[src/rtl/egress_pkg.sv]
// Shared egress-queue definitions: default geometry, statistics width and the
// statistics bundle consumed by higher-level port logic.
package egress_pkg;

  localparam int EGRESS_DEFAULT_WIDTH = 128;
  localparam int EGRESS_DEFAULT_DEPTH = 8;
  localparam int EGRESS_STAT_W        = 32;

  typedef struct packed {
    logic [EGRESS_STAT_W-1:0] tx_words;
    logic [EGRESS_STAT_W-1:0] stall_cycles;
  } egress_stats_t;

  // Counters stick at all-ones rather than wrapping.
  function automatic logic [EGRESS_STAT_W-1:0] sat_inc(input logic [EGRESS_STAT_W-1:0] v);
    return (v == '1) ? v : v + EGRESS_STAT_W'(1);
  endfunction

endpackage

[src/rtl/egress_fifo_mem.sv]
// Storage array for the egress FIFO: one synchronous write port and one
// asynchronous read port, no reset.
module egress_fifo_mem #(
  parameter int WIDTH = 128,
  parameter int DEPTH = 8
) (
  input  logic                     clk,
  input  logic                     we,
  input  logic [$clog2(DEPTH)-1:0] waddr,
  input  logic [WIDTH-1:0]         wdata,
  input  logic [$clog2(DEPTH)-1:0] raddr,
  output logic [WIDTH-1:0]         rdata
);

  logic [WIDTH-1:0] mem [DEPTH];

  always_ff @(posedge clk) begin
    if (we) mem[waddr] <= wdata;
  end

  assign rdata = mem[raddr];

endmodule

[src/rtl/egress_fifo.sv]
// First-word-fall-through egress FIFO with occupancy, almost-full and flush.
// Optional statistics counters are built when EGRESS_FIFO_STATS_EN is defined.
module egress_fifo
  import egress_pkg::*;
#(
  parameter int WIDTH        = EGRESS_DEFAULT_WIDTH,
  parameter int DEPTH        = EGRESS_DEFAULT_DEPTH,
  parameter int AFULL_THRESH = DEPTH - 2
) (
  input  logic                       clk,
  input  logic                       reset_n,
  input  logic                       flush,
  input  logic                       in_valid,
  input  logic [WIDTH-1:0]           in_data,
  output logic                       in_ready,
  output logic                       out_valid,
  output logic [WIDTH-1:0]           out_data,
  input  logic                       out_ready,
  output logic [$clog2(DEPTH+1)-1:0] count,
  output logic                       almost_full
`ifdef EGRESS_FIFO_STATS_EN
  ,
  output logic [EGRESS_STAT_W-1:0]   tx_words,
  output logic [EGRESS_STAT_W-1:0]   stall_cycles
`endif
);

  localparam int AW = $clog2(DEPTH);
  localparam int CW = $clog2(DEPTH+1);

  logic [AW-1:0] wr_ptr;
  logic [AW-1:0] rd_ptr;
  logic          push;
  logic          pop;

  // Handshake: a word moves on a side only in a cycle where valid && ready at
  // the rising edge. Both ready/valid outputs come from count alone, so
  // in_ready ignores out_ready and a full FIFO never accepts, even on a pop.
  assign in_ready    = (count != CW'(DEPTH));
  assign out_valid   = (count != '0);
  assign almost_full = (count >= CW'(AFULL_THRESH));
  assign push        = in_valid && in_ready;
  assign pop         = out_valid && out_ready;

  egress_fifo_mem #(
    .WIDTH (WIDTH),
    .DEPTH (DEPTH)
  ) u_mem (
    .clk   (clk),
    .we    (push && !flush && reset_n),
    .waddr (wr_ptr),
    .wdata (in_data),
    .raddr (rd_ptr),
    .rdata (out_data)
  );

  // Flush outranks both handshakes; the word offered in a flush cycle is dropped.
  always_ff @(posedge clk) begin
    if (!reset_n || flush) begin
      wr_ptr <= '0;
      rd_ptr <= '0;
      count  <= '0;
    end else begin
      if (push) wr_ptr <= wr_ptr + AW'(1);
      if (pop)  rd_ptr <= rd_ptr + AW'(1);
      if (push && !pop)      count <= count + CW'(1);
      else if (pop && !push) count <= count - CW'(1);
    end
  end

`ifdef EGRESS_FIFO_STATS_EN
  // Counters survive flush; a flush cycle performs no pop, so tx_words holds.
  always_ff @(posedge clk) begin
    if (!reset_n) begin
      tx_words     <= '0;
      stall_cycles <= '0;
    end else begin
      if (pop && !flush)          tx_words     <= sat_inc(tx_words);
      if (out_valid && !out_ready) stall_cycles <= sat_inc(stall_cycles);
    end
  end
`endif

endmodule

[config.mk]
export PLATFORM = sky130hd
export DESIGN_NAME = egress_fifo
export DESIGN_NICKNAME = d
export VERILOG_FILES = /design/src/rtl/egress_pkg.sv /design/src/rtl/egress_fifo_mem.sv /design/src/rtl/egress_fifo.sv
export SDC_FILE = /design/constraint.sdc
export NUM_CORES = 1
export LEC_CHECK = 0
export ABC_AREA = 1
export BUFFER_PORTS_ARGS = -buffer_cell sky130_fd_sc_hd__buf_2
export CORE_UTILIZATION = 40
export DETAILED_ROUTE_END_ITERATION = 12
export SYNTH_ARGS = -nofsm -noshare
export SYNTH_HDL_FRONTEND = slang
export SYNTH_SLANG_ARGS = --single-unit
[constraint.sdc]
create_clock -name clk -period 10.8 [get_ports clk]
set_clock_uncertainty 0.15 [all_clocks]
set_input_delay 2.7 -clock clk [delete_from_list [all_inputs] [get_ports clk]]
set_output_delay 2.7 -clock clk [all_outputs]
set_load 0.02 [all_outputs]
== After elaboration in Yosys (flattened, before gate mapping) ==
Memories as Yosys holds them, arrays and structs flattened. A register that Yosys moved wholly into a read port is not among the register bits.
Cells that the tools add are included.

* Register bits after elaboration: 10
* Memory bits (writable): 1024
* Input port bits: 133
* Memories: 1

{| class="wikitable"
|+ Memory list
! name !! words !! bits a word !! rd ports !! clocked after memory_dff !! wr ports !! line !! source
|-
| u_mem.mem || 8 || 128 || 1 || 1 || 1 || egress_fifo_mem.sv:15 || <nowiki>logic [WIDTH-1:0] mem [DEPTH];</nowiki>
|}

* Add/sub/neg operators: 4
* $lt $le $gt $ge: 1
* Eq/ne operators: 1
* Mux-type cells: 6
* Reductions and logical operators: 13

{| class="wikitable"
|+ Operator list
! kind !! number
|-
| $mux 4 || 2
|-
| $add 3x1->3 const B || 2
|-
| $logic_and 1x1->1 || 6
|-
| $mux 3 || 2
|-
| $add 4x1->4 const B || 1
|-
| $ge 4x3->1 const B || 1
|-
| $logic_not 1->1 || 4
|-
| $ne 4x4->1 const B || 1
|-
| $reduce_bool 4->1 || 1
|-
| $sub 4x1->4 const B || 1
|-
| $mux 1 || 2
|-
| $reduce_bool 2->1 || 1
|-
| $logic_or 1x1->1 || 1
|}

== Logic depth before layout (Yosys ltp) ==
Gate-level depths: netlist of the first run.

* Depth after elaboration: 6
* Depth in mapped cells: 14

== Modules after synthesis ==
From an unflattened synthesis of the first run, not the netlist that was laid out.

* Cell total of the unflattened synthesis: 4520
* Area, all modules: 45120.8 um^2

{| class="wikitable"
|+ By module, submodules not included
! module !! instances !! cells each !! area an instance (um^2) !! seq. area each (um^2)
|-
| egress_fifo_mem || 1 || 4442 || 44515.2 || 30749.5
|-
| egress_fifo || 1 || 78 || 605.6 || 200.2
|}

== Worst setup path before layout of the first run ==
Ideal clock, no wire load.

* Path type: input-to-reg
* Start point: input reset_n
* End point: memory u_mem.mem[3][0], enable pin
* Arrival time: 8513 ps
* Path slack: 1519 ps
* Stages: 4
* Path buffers: 0
* Path through: inv_1 nor2_1 nand3_1 nor2_1

* Word-level cells in the longest chain between the ends: 3

{| class="wikitable"
|+ RTL lines
! what !! line !! source
|-
| from (decl) || egress_fifo.sv:11 || <nowiki>input logic reset_n,</nowiki>
|-
| $logic_and 1x1->1 || egress_fifo.sv:50 || <nowiki>.we (push && !flush && reset_n),</nowiki>
|-
| $mux 1 || egress_fifo_mem.sv:18 || <nowiki>if (we) mem[waddr] <= wdata;</nowiki>
|-
| $mux 1 (implied by the code) || egress_fifo_mem.sv:18 ||
|-
| to (decl) || egress_fifo_mem.sv:15 ||
|}

No other way between the ends.

==> results.toml, run 1 <==
[outcome]
status = "finished clean"

[synth]
yosysWarnings = 0
syn_inst = 3502
yosys.area.top_type = "edfxtp_1"
synthTopCellsByArea = "edfxtp_1 (74%), nor2_1 (9.5%), nand2_1 (6.0%)"
synth_xor_xnor_area_share_pct = 0.0634
seq_area_frac_synth_pct = 74.9
synthAdderAreaFrac_pct = 0.199
synth-simple-area-share_pct = 15.6
synthMuxAreaShare_pct = 0
synthDistinctLibCells = 21
synth_top_family_by_area = "simple AND/OR/NAND/NOR gates"
syn_area_per_cell_um2 = 11.8
synth_compound_area_share_pct = 6.31
netlist.area_leader.share_pct = 74.2
syn_nets = 3641
yosys_register_bits = 1037
synth_area_um2 = 41400

[global_route]
grt_max_degree = 239
antenna_found_initial = 20
overflow = 0
grt_first_pass_wirelength_um = 148000
grt_pass1_vias = 24800
grt_usage_pct = 18.7

[sta]
max_slew_margin_pct = 24.6
rsz0062_at_grt = "false"
timing.final.crit_period_ns = 7.06
setup_viol = 0
final_hold_viol_count = 0
period_share_pct = 65.4
fmax_mhz = 142
tns_ns = 0
layout_setup_ws_ns = 3.74
slew_violations = 0
worst-slew-pin-transition_ns = 1.13

[clock_tree]
cts_resized = 0
hold_buffers = 0
cts_buffer_depth = 3
clock_sinks = 1037
cts_htree_levels = 3
clk_pin_slew_ns = 0.06
numCtsBuffers = 107
postCtsSetupRepairBufs = 0
cts_tree = "yes"
insertion_delay_ns = 0.69
clockRootBuffer = "clkbuf_16"

[final_layout]
final_nets = 3857
fillers = 9299
drive_gt1_share_pct = 12.0
multi_input_area_um2 = 9240
syn_to_final_growth_pct = 13.7
register_area_um2 = 31000

[worst_setup_path]
startpoint_type = "flip-flop"
crit_top_cell = "nand2_1"
r2r-end = "u_mem.mem[5][56]$_DFFE_PP_"
cp_num_buf_inv = 3
cp.arrival_ns = 4.21
required_ns = 7.95
criticalPathCategory = "flip-flop to output port"
worst_path_dominant_cell_family = "buffers and inverters"
cp_slowest_cell = "buf_4"
r2r_slack_ns = 7.15
timing.rr.start = "count[1]$_SDFFE_PP0P_"
worst-path-max-fanout = 179
crit_chain = "buf_4 -> buf_12 -> nor2_1 -> nor2_1 -> o21ai_0 -> nand2_1 -> nand2_1 -> nand2_1 -> buf_2"
reg2regPathDepth = 6
endpoint_kind = "output port"
cpPeakStageDelay_ns = 0.88

[routing]
drcViolationCount = 0
routed_wl_um = 98900
post_drt_wl_per_cell_um = 19.1
drt-pass1-iter-count = 5
dr_total_vias = 25691
vias_per_cell = 4.96
drt.antenna.violating_nets = 0
drt_iter0_drc = 1903

[power]
power_leakage_uw = 0.0172
power_density_nw_per_um2 = 186
p_total_uw = 8780
peakVddDrop_mv = 0.133

[placed_design]
numPortBuffers = 267
place_hpwl_um = 49200
place_ws_ns = 4.48
gp_congestion = 0.725

[floorplanning]
initial_core_util_pct = 40.5
die_y_um = 324
core_region_area_um2 = 102000
io_pins = 268
die_area_um2 = 105000
rows = 117
die_w_um = 324

[worst_hold_path]
worstHoldStart = "rd_ptr[2]$_SDFFE_PP0P_"
hold_depth = 2
hold_class = "flip-flop to flip-flop"

[job]
maxCapViolCount = 0
worst max-delay path by stage:
stage               slack [ns]  cells after the start  startpoint                   endpoint
global route              3.43                      9   flip-flop               out_data[31]
detailed placement        4.48                      9   flip-flop               out_data[49]
floorplan                 1.52                      4     reset_n  u_mem.mem[3][0]$_DFFE_PP_
CTS                       3.71                      9   flip-flop               out_data[49]
global placement          4.45                      9   flip-flop               out_data[49]
finish                    3.74                      9   flip-flop              out_data[104]
tightest hold or removal path, cell delays in order, from the launching register on:
cell and delay (ns):
dfxtp_1 0.32, nand2_1 0.06, a21oi_1 0.07
cells in the final DEF, fill, tap and decap left out:
master	n
nor2_1	1037
edfxtp_1	1024
nand2_1	663
o21ai_1	267
buf_2	267
o21ai_0	249
clkbuf_16	109
buf_4	33
clkbuf_1	30
clkinv_1	27
inv_1	15
clkinv_2	11
dfxtp_1	10
nand3_1	9
nor2_4	8
bufinv_16	8
diode_2	6
a21oi_1	6
inv_6	5
ha_1	5
buf_12	5
xor2_1	3
dfxtp_4	3
inv_8	2
clkinv_4	2
clkinv_8	2
or2_2	1
inv_16	1
fa_1	1
per-stage QoR:
step | cell area, µm² | instances | utilization [%] | hold WS (ns)
global route | 47100 | 5176 | 46.1 | 0.368
floorplan | 41400 | 3502 | - | 0.310
global placement | 43800 | 4977 | 42.8 | 0.330
detailed placement | 43800 | 4977 | 42.8 | 0.332
finish | 47100 | 5177 | 46.1 | 0.345
CTS | 47100 | 5171 | 46.1 | 0.343
synthesized netlist by cell type, drive strengths merged:
| cell | n |
|---|---|
| fa | 1 |
| clkbuf | 41 |
| inv | 18 |
| nand2 | 663 |
| o21ai | 516 |
| edfxtp | 1024 |
| a21oi | 6 |
| dfxtp | 13 |
| buf | 157 |
| xor2 | 3 |
| ha | 5 |
| nor2 | 1045 |
| nand3 | 9 |
| or2 | 1 |
cell type report:
| type | count | area share (%) |
|---|---|---|
| Inverter | 18 | 0.205 |
| Clock inverter | 55 | 1.05 |
| Clock buffer | 139 | 6.03 |
| Tap cell | 1368 | 3.63 |
| Timing Repair Buffer | 305 | 3.58 |
| Antenna cell | 6 | 0.0319 |
| Multi-Input combinational cell | 2249 | 19.6 |
| Sequential cell | 1037 | 65.9 |
where the power goes:
part | internal, µW | leakage, µW | switching, µW
logic | 221 | 0.00625 | 556
registers | 4450 | 0.00933 | 21.0
clock network | 2040 | 0.00162 | 1490
total | 6710 | 0.0172 | 2070
registers in the layout (all words and copies together) (netlist names), named ones only:
register / count
u_mem.mem: 1024
rd_ptr: 3
count: 4
wr_ptr: 3
logic make-up (layout without fill, tap and decap cells):
| group | Yosys count | count (layout) |
|---|---|---|
| AOI/OAI and AO/OA | 522 | 522 |
| xor gates and xnor gates | 3 | 3 |
| adders and majority gates | 6 | 6 |
| buffers and inverters | 216 | 517 |
| DFF | 1037 | 1037 |
| other | 0 | 6 |
| and+or+nand+nor | 1718 | 1718 |
per-layer routing:
layer  wire, µm  GRT usage (%)
met3       5320           3.81
met2      48200           31.6
met4       2300           5.44
met1      43000           24.1
met5        158              0
(Power assumes the default switching activity.)
==> run 2: changes to the inputs <==
Settings changed: ABC_AREA 1 to 0.
Clock period 10.8 ns to 7 ns, I/O delays scaled along.
==> results.toml, run 2 <==
[outcome]
status = "finished clean"

[sta]
timing.final.crit_period_ns = 5.08
period_share_pct = 72.6
rsz0062_at_grt = "false"
slew_violations = 0
layout_setup_ws_ns = 1.92
setup_viol = 0
fmax_mhz = 197
final_hold_viol_count = 0
max_slew_margin_pct = 33.7
worst-slew-pin-transition_ns = 0.992
hold_ws_ns = 0.330

[synth]
async_reset_ff_share_pct = 0
yosysWarnings = 0
synthDistinctLibCells = 35
synth_area_um2 = 39600
synth-edff-count = 1024
yosys-top-cells-count = "edfxtp_1 (1024), mux4_2 (184), mux2_2 (128)"
yosys_register_bits = 1037
syn_inst = 1556
synth_flop_cell = "edfxtp_1"
syn_area_per_cell_um2 = 25.4
seq_area_frac_synth_pct = 78.3
syn_nets = 1695
post-synth-top-count-cell = "edfxtp_1"
synthTopCellsByArea = "edfxtp_1 (78%), mux4_2 (10%), mux4_1 (4.8%)"
yosys.area.top_type = "edfxtp_1"
netlist.area_leader.share_pct = 77.7

[routing]
dr_total_vias = 17083
post_drt_wl_per_cell_um = 24.3
drt_iter0_drc = 1099
drcViolationCount = 0
routed_wl_um = 79100
vias_per_cell = 5.24
drt.antenna.violating_nets = 0
drt-pass1-iter-count = 5

[clock_tree]
cts_htree_levels = 3
numCtsBuffers = 106
postCtsSetupRepairBufs = 0
cts_resized = 0
clockRootBuffer = "clkbuf_16"
cts_tree = "yes"
clk_pin_slew_ns = 0.06
clock_sinks = 1037
insertion_delay_ns = 0.66
hold_buffers = 0
cts_buffer_depth = 3

[worst_setup_path]
r2r-end = "u_mem.mem[3][123]$_DFFE_PP_"
reg2regPathDepth = 4
worst-path-max-fanout = 104
required_ns = 5.10
startpoint_type = "flip-flop"
endpoint_kind = "output port"
criticalPathCategory = "flip-flop to output port"
r2r_slack_ns = 3.91
timing.rr.start = "count[0]$_SDFFE_PP0P_"
crit_end = "out_data[50]"
cp.arrival_ns = 3.18

[final_layout]
layout_common_cells = "edfxtp_1 (1024), buf_2 (267), mux4_2 (184)"
drive_gt1_share_pct = 39.1
top_regs = "u_mem.mem: 1024 flops, count: 4 flops"
largest_reg_flops = 1024
final_nets = 2026
fillers = 8083
syn_to_final_growth_pct = 15.4
regMostFlops = "u_mem.mem"
layout_commonest_cell = "edfxtp_1"

[global_route]
overflow = 0
grt_max_degree = 106
grt_pass1_vias = 18408
grt_usage_pct = 15.8
grt_first_pass_wirelength_um = 117000
antenna_found_initial = 10

[floorplanning]
core_region_area_um2 = 98300
die_w_um = 317
initial_core_util_pct = 40.3
die_area_um2 = 100000
die_y_um = 317
io_pins = 268
rows = 115

[worst_hold_path]
hold_class = "flip-flop to flip-flop"

[power]
power_density_nw_per_um2 = 284
p_total_uw = 13000
peakVddDrop_mv = 0.212
power_leakage_uw = 0.0144

[job]
maxCapViolCount = 0

[placed_design]
gp_congestion = 0.684
numPortBuffers = 267
place_ws_ns = 2.21
place_hpwl_um = 40500
## run 2: how the worst min path moves through the flow
stage,from,to,slack [ns],cells after the start
3_3_place_gp,rd_ptr[1]$_SDFFE_PP0P_,flip-flop,0.31,2
5_1_grt,rd_ptr[1]$_SDFFE_PP0P_,flip-flop,0.38,2
4_1_cts,rd_ptr[1]$_SDFFE_PP0P_,flip-flop,0.33,2
2_1_floorplan,rd_ptr[1]$_SDFFE_PP0P_,flip-flop,0.30,2
6_report,rd_ptr[1]$_SDFFE_PP0P_,flip-flop,0.33,2
3_5_place_dp,rd_ptr[1]$_SDFFE_PP0P_,flip-flop,0.32,2
## run 2: area by class of cell
class                      count  area (µm²)  share of cell area, %
sequential                  1037       31000                   67.9
multi-input combinational    442        7920                   17.3
clock buffer                 125        2750                   6.01
timing repair buffer         297        1810                   3.96
tap                         1287        1610                   3.52
clock inverter                68         581                   1.27
inverter                       3        11.3                 0.0246
antenna                        1        2.50                0.00548
## run 2: cells by family (layout without fill, tap and decap cells)
logic type      count (synthesis)  count (layout)  synth area share (%)
xor+xnor                        6               6                 0.133
flops                        1037            1037                  78.3
buf+inv                        77             493                  1.86
compound gates                  8               8                 0.133
simple gates                   37              37                 0.439
other cells                     0               1                     0
fa+ha+maj                       6               6                 0.209
mux                           385             385                  18.9
## run 2: report_power, final
part | total [µW] | internal (µW) | switching (µW)
logic | 698 | 315 | 383
registers | 6890 | 6870 | 26.7
clock network | 5370 | 3090 | 2280
## run 2: critical path: stages, from the launching register on
cell,delay (ns)
dfxtp_4,0.88
buf_12,0.48
mux4_2,0.42
mux2_2,0.28
buf_2,0.17
## run 2: metal layers
metal / vias to the layer above / track usage [%] / share of wire [%]
met2: 360 / 27.2 / 51
met1: 9141 / 20.0 / 42
met3: 132 / 3.80 / 4.8
met4: 16 / 4.38 / 2.2
li1: 7434 / - / -
met5: - / 0 / 0.13
## run 2: per-stage QoR
| step | TNS [ns] | area, µm² | util [%] | cells |
|---|---|---|---|---|
| 5_1_grt | 0 | 45700 | 46.5 | 3260 |
| 3_3_place_gp | 0 | 42400 | 43.1 | 3066 |
| 2_1_floorplan | -480.74 | 39600 | - | 1556 |
| 3_5_place_dp | 0 | 42400 | 43.1 | 3066 |
| 6_report | 0 | 45700 | 46.5 | 3260 |
| 4_1_cts | 0 | 45700 | 46.5 | 3259 |
==> run 3: changes to the inputs <==
Clock period 7 ns to 4.6 ns, I/O delays scaled along.
==> results.toml, run 3 (synthesized netlist as in run 2, its figures left out) <==
[floorplanning]
io_pins = 268
core_region_area_um2 = 98300
die_y_um = 317
die_area_um2 = 100000
die_w_um = 317
initial_core_util_pct = 40.3
rows = 115

[global_route]
grt_pass1_vias = 18479
overflow = 0
grt_first_pass_wirelength_um = 120000
grt_max_degree = 70
antenna_found_initial = 14
grt_usage_pct = 16.2

[clock_tree]
numCtsBuffers = 106
clockRootBuffer = "clkbuf_16"
hold_buffers = 0
clock_sinks = 1037
cts_htree_levels = 3
postCtsSetupRepairBufs = 0
cts_buffer_depth = 3
cts_tree = "yes"
insertion_delay_ns = 0.67
cts_resized = 0
clk_pin_slew_ns = 0.06

[sta]
max_slew_margin_pct = 36.5
period_share_pct = 90.8
setup_viol = 0
fmax_mhz = 239
timing.final.crit_period_ns = 4.18
slew_violations = 0
final_hold_viol_count = 0
rsz0062_at_grt = "false"
worst-slew-pin-transition_ns = 0.950

[worst_setup_path]
startpoint_type = "flip-flop"
required_ns = 3.30
endpoint_kind = "output port"
cp.arrival_ns = 2.88
criticalPathCategory = "flip-flop to output port"
worst-path-max-fanout = 20

[routing]
vias_per_cell = 5.23
drt_iter0_drc = 1270
post_drt_wl_per_cell_um = 24.6
drt.antenna.violating_nets = 0
drt-pass1-iter-count = 5
routed_wl_um = 81000
dr_total_vias = 17218
drcViolationCount = 0

[power]
pwr-share-seq_pct = 52.4
power.internal_uw = 15900
switching_power_uw = 4090
peakVddDrop_mv = 0.298
power_density_nw_per_um2 = 433
clock_power_share_pct = 42.1
p_comb_share_pct = 5.5
power_leakage_uw = 0.0146
swShare_pct = 20.4

[outcome]
status = "finished clean"

[job]
maxCapViolCount = 0

[placed_design]
place_hpwl_um = 44800
dp.cells = 3098
numPortBuffers = 267
gp_congestion = 0.719

[final_layout]
fillers = 8020
regMostFlops = "u_mem.mem"
drive_gt1_share_pct = 39.9
final_nets = 2058
syn_to_final_growth_pct = 16.7
final_cell_count_no_fill = 3295
top_regs = "u_mem.mem: 1024 flops, count: 4 flops"
post-route-util_pct = 47.0
register_area_um2 = 31000
layout_commonest_cell = "edfxtp_1"
largest_reg_flops = 1024
multi_input_area_um2 = 7930
layout_common_cells = "edfxtp_1 (1024), buf_2 (267), mux4_2 (184)"

[worst_hold_path]
hold_class = "flip-flop to flip-flop"
## run 3: stage by stage
step           power (µW)  setup TNS [ns]  area [µm²]  hold WS (ns)  setup slack, ns
3_5_place_dp        11800               0       42800         0.329            0.855
3_3_place_gp        11800               0       42800         0.318            0.912
4_1_cts             20300               0       46200         0.325            0.314
2_1_floorplan       11400         -822.16       39700         0.304           -0.997
6_report            20000               0       46200         0.335            0.423
5_1_grt             20700               0       46200         0.373            0.279
## run 3: critical path, cell delays in order (launching register included)
cell and delay (ns):
dfxtp_4 0.64, buf_4 0.43, mux4_1 0.61, mux2_2 0.33
buf_2 0.17
## run 3: routing by layer
layer  routed length, µm  up-vias  global-route usage, %
met2               41000      343                   27.4
met5                 138        -                      0
met1               34200     9216                   21.3
met3                3870      140                   3.56
li1                    -     7499                      -
met4                1790       20                   4.34
## run 3: cell type report
class	instances	share of cell area, %
flip-flops and latches	1037	67.1
inverters	3	0.0244
clock buffers	130	5.98
clock inverters	65	1.45
multi-input cells	442	17.2
diodes	2	0.0108
well taps	1287	3.48
repair buffers	329	4.76
## run 3: path summary, 6_finish.rpt
| check | start | to | slack, ns | cells after the start |
|---|---|---|---|---|
| worst max-delay path | flip-flop | out_data[17] | 0.42 | 4 |
| worst min-delay path | rd_ptr[1]$_SDFFE_PP0P_ | flip-flop | 0.34 | 2 |
| worst max register to register | count[0]$_SDFFE_PP0P_ | u_mem.mem[7][16]$_DFFE_PP_ | 1.72 | 4 |
| worst min register to register | rd_ptr[1]$_SDFFE_PP0P_ | flip-flop | 0.34 | 2 |
## run 3: power groups by stage
stage	Combinational [µW]	Sequential, µW	Clock (µW)
finish	1100	10500	8440
global route	1190	10500	9000
CTS	1120	10500	8660
detailed placement	1120	10700	0
global placement	1100	10700	0
floorplan	754	10700	0
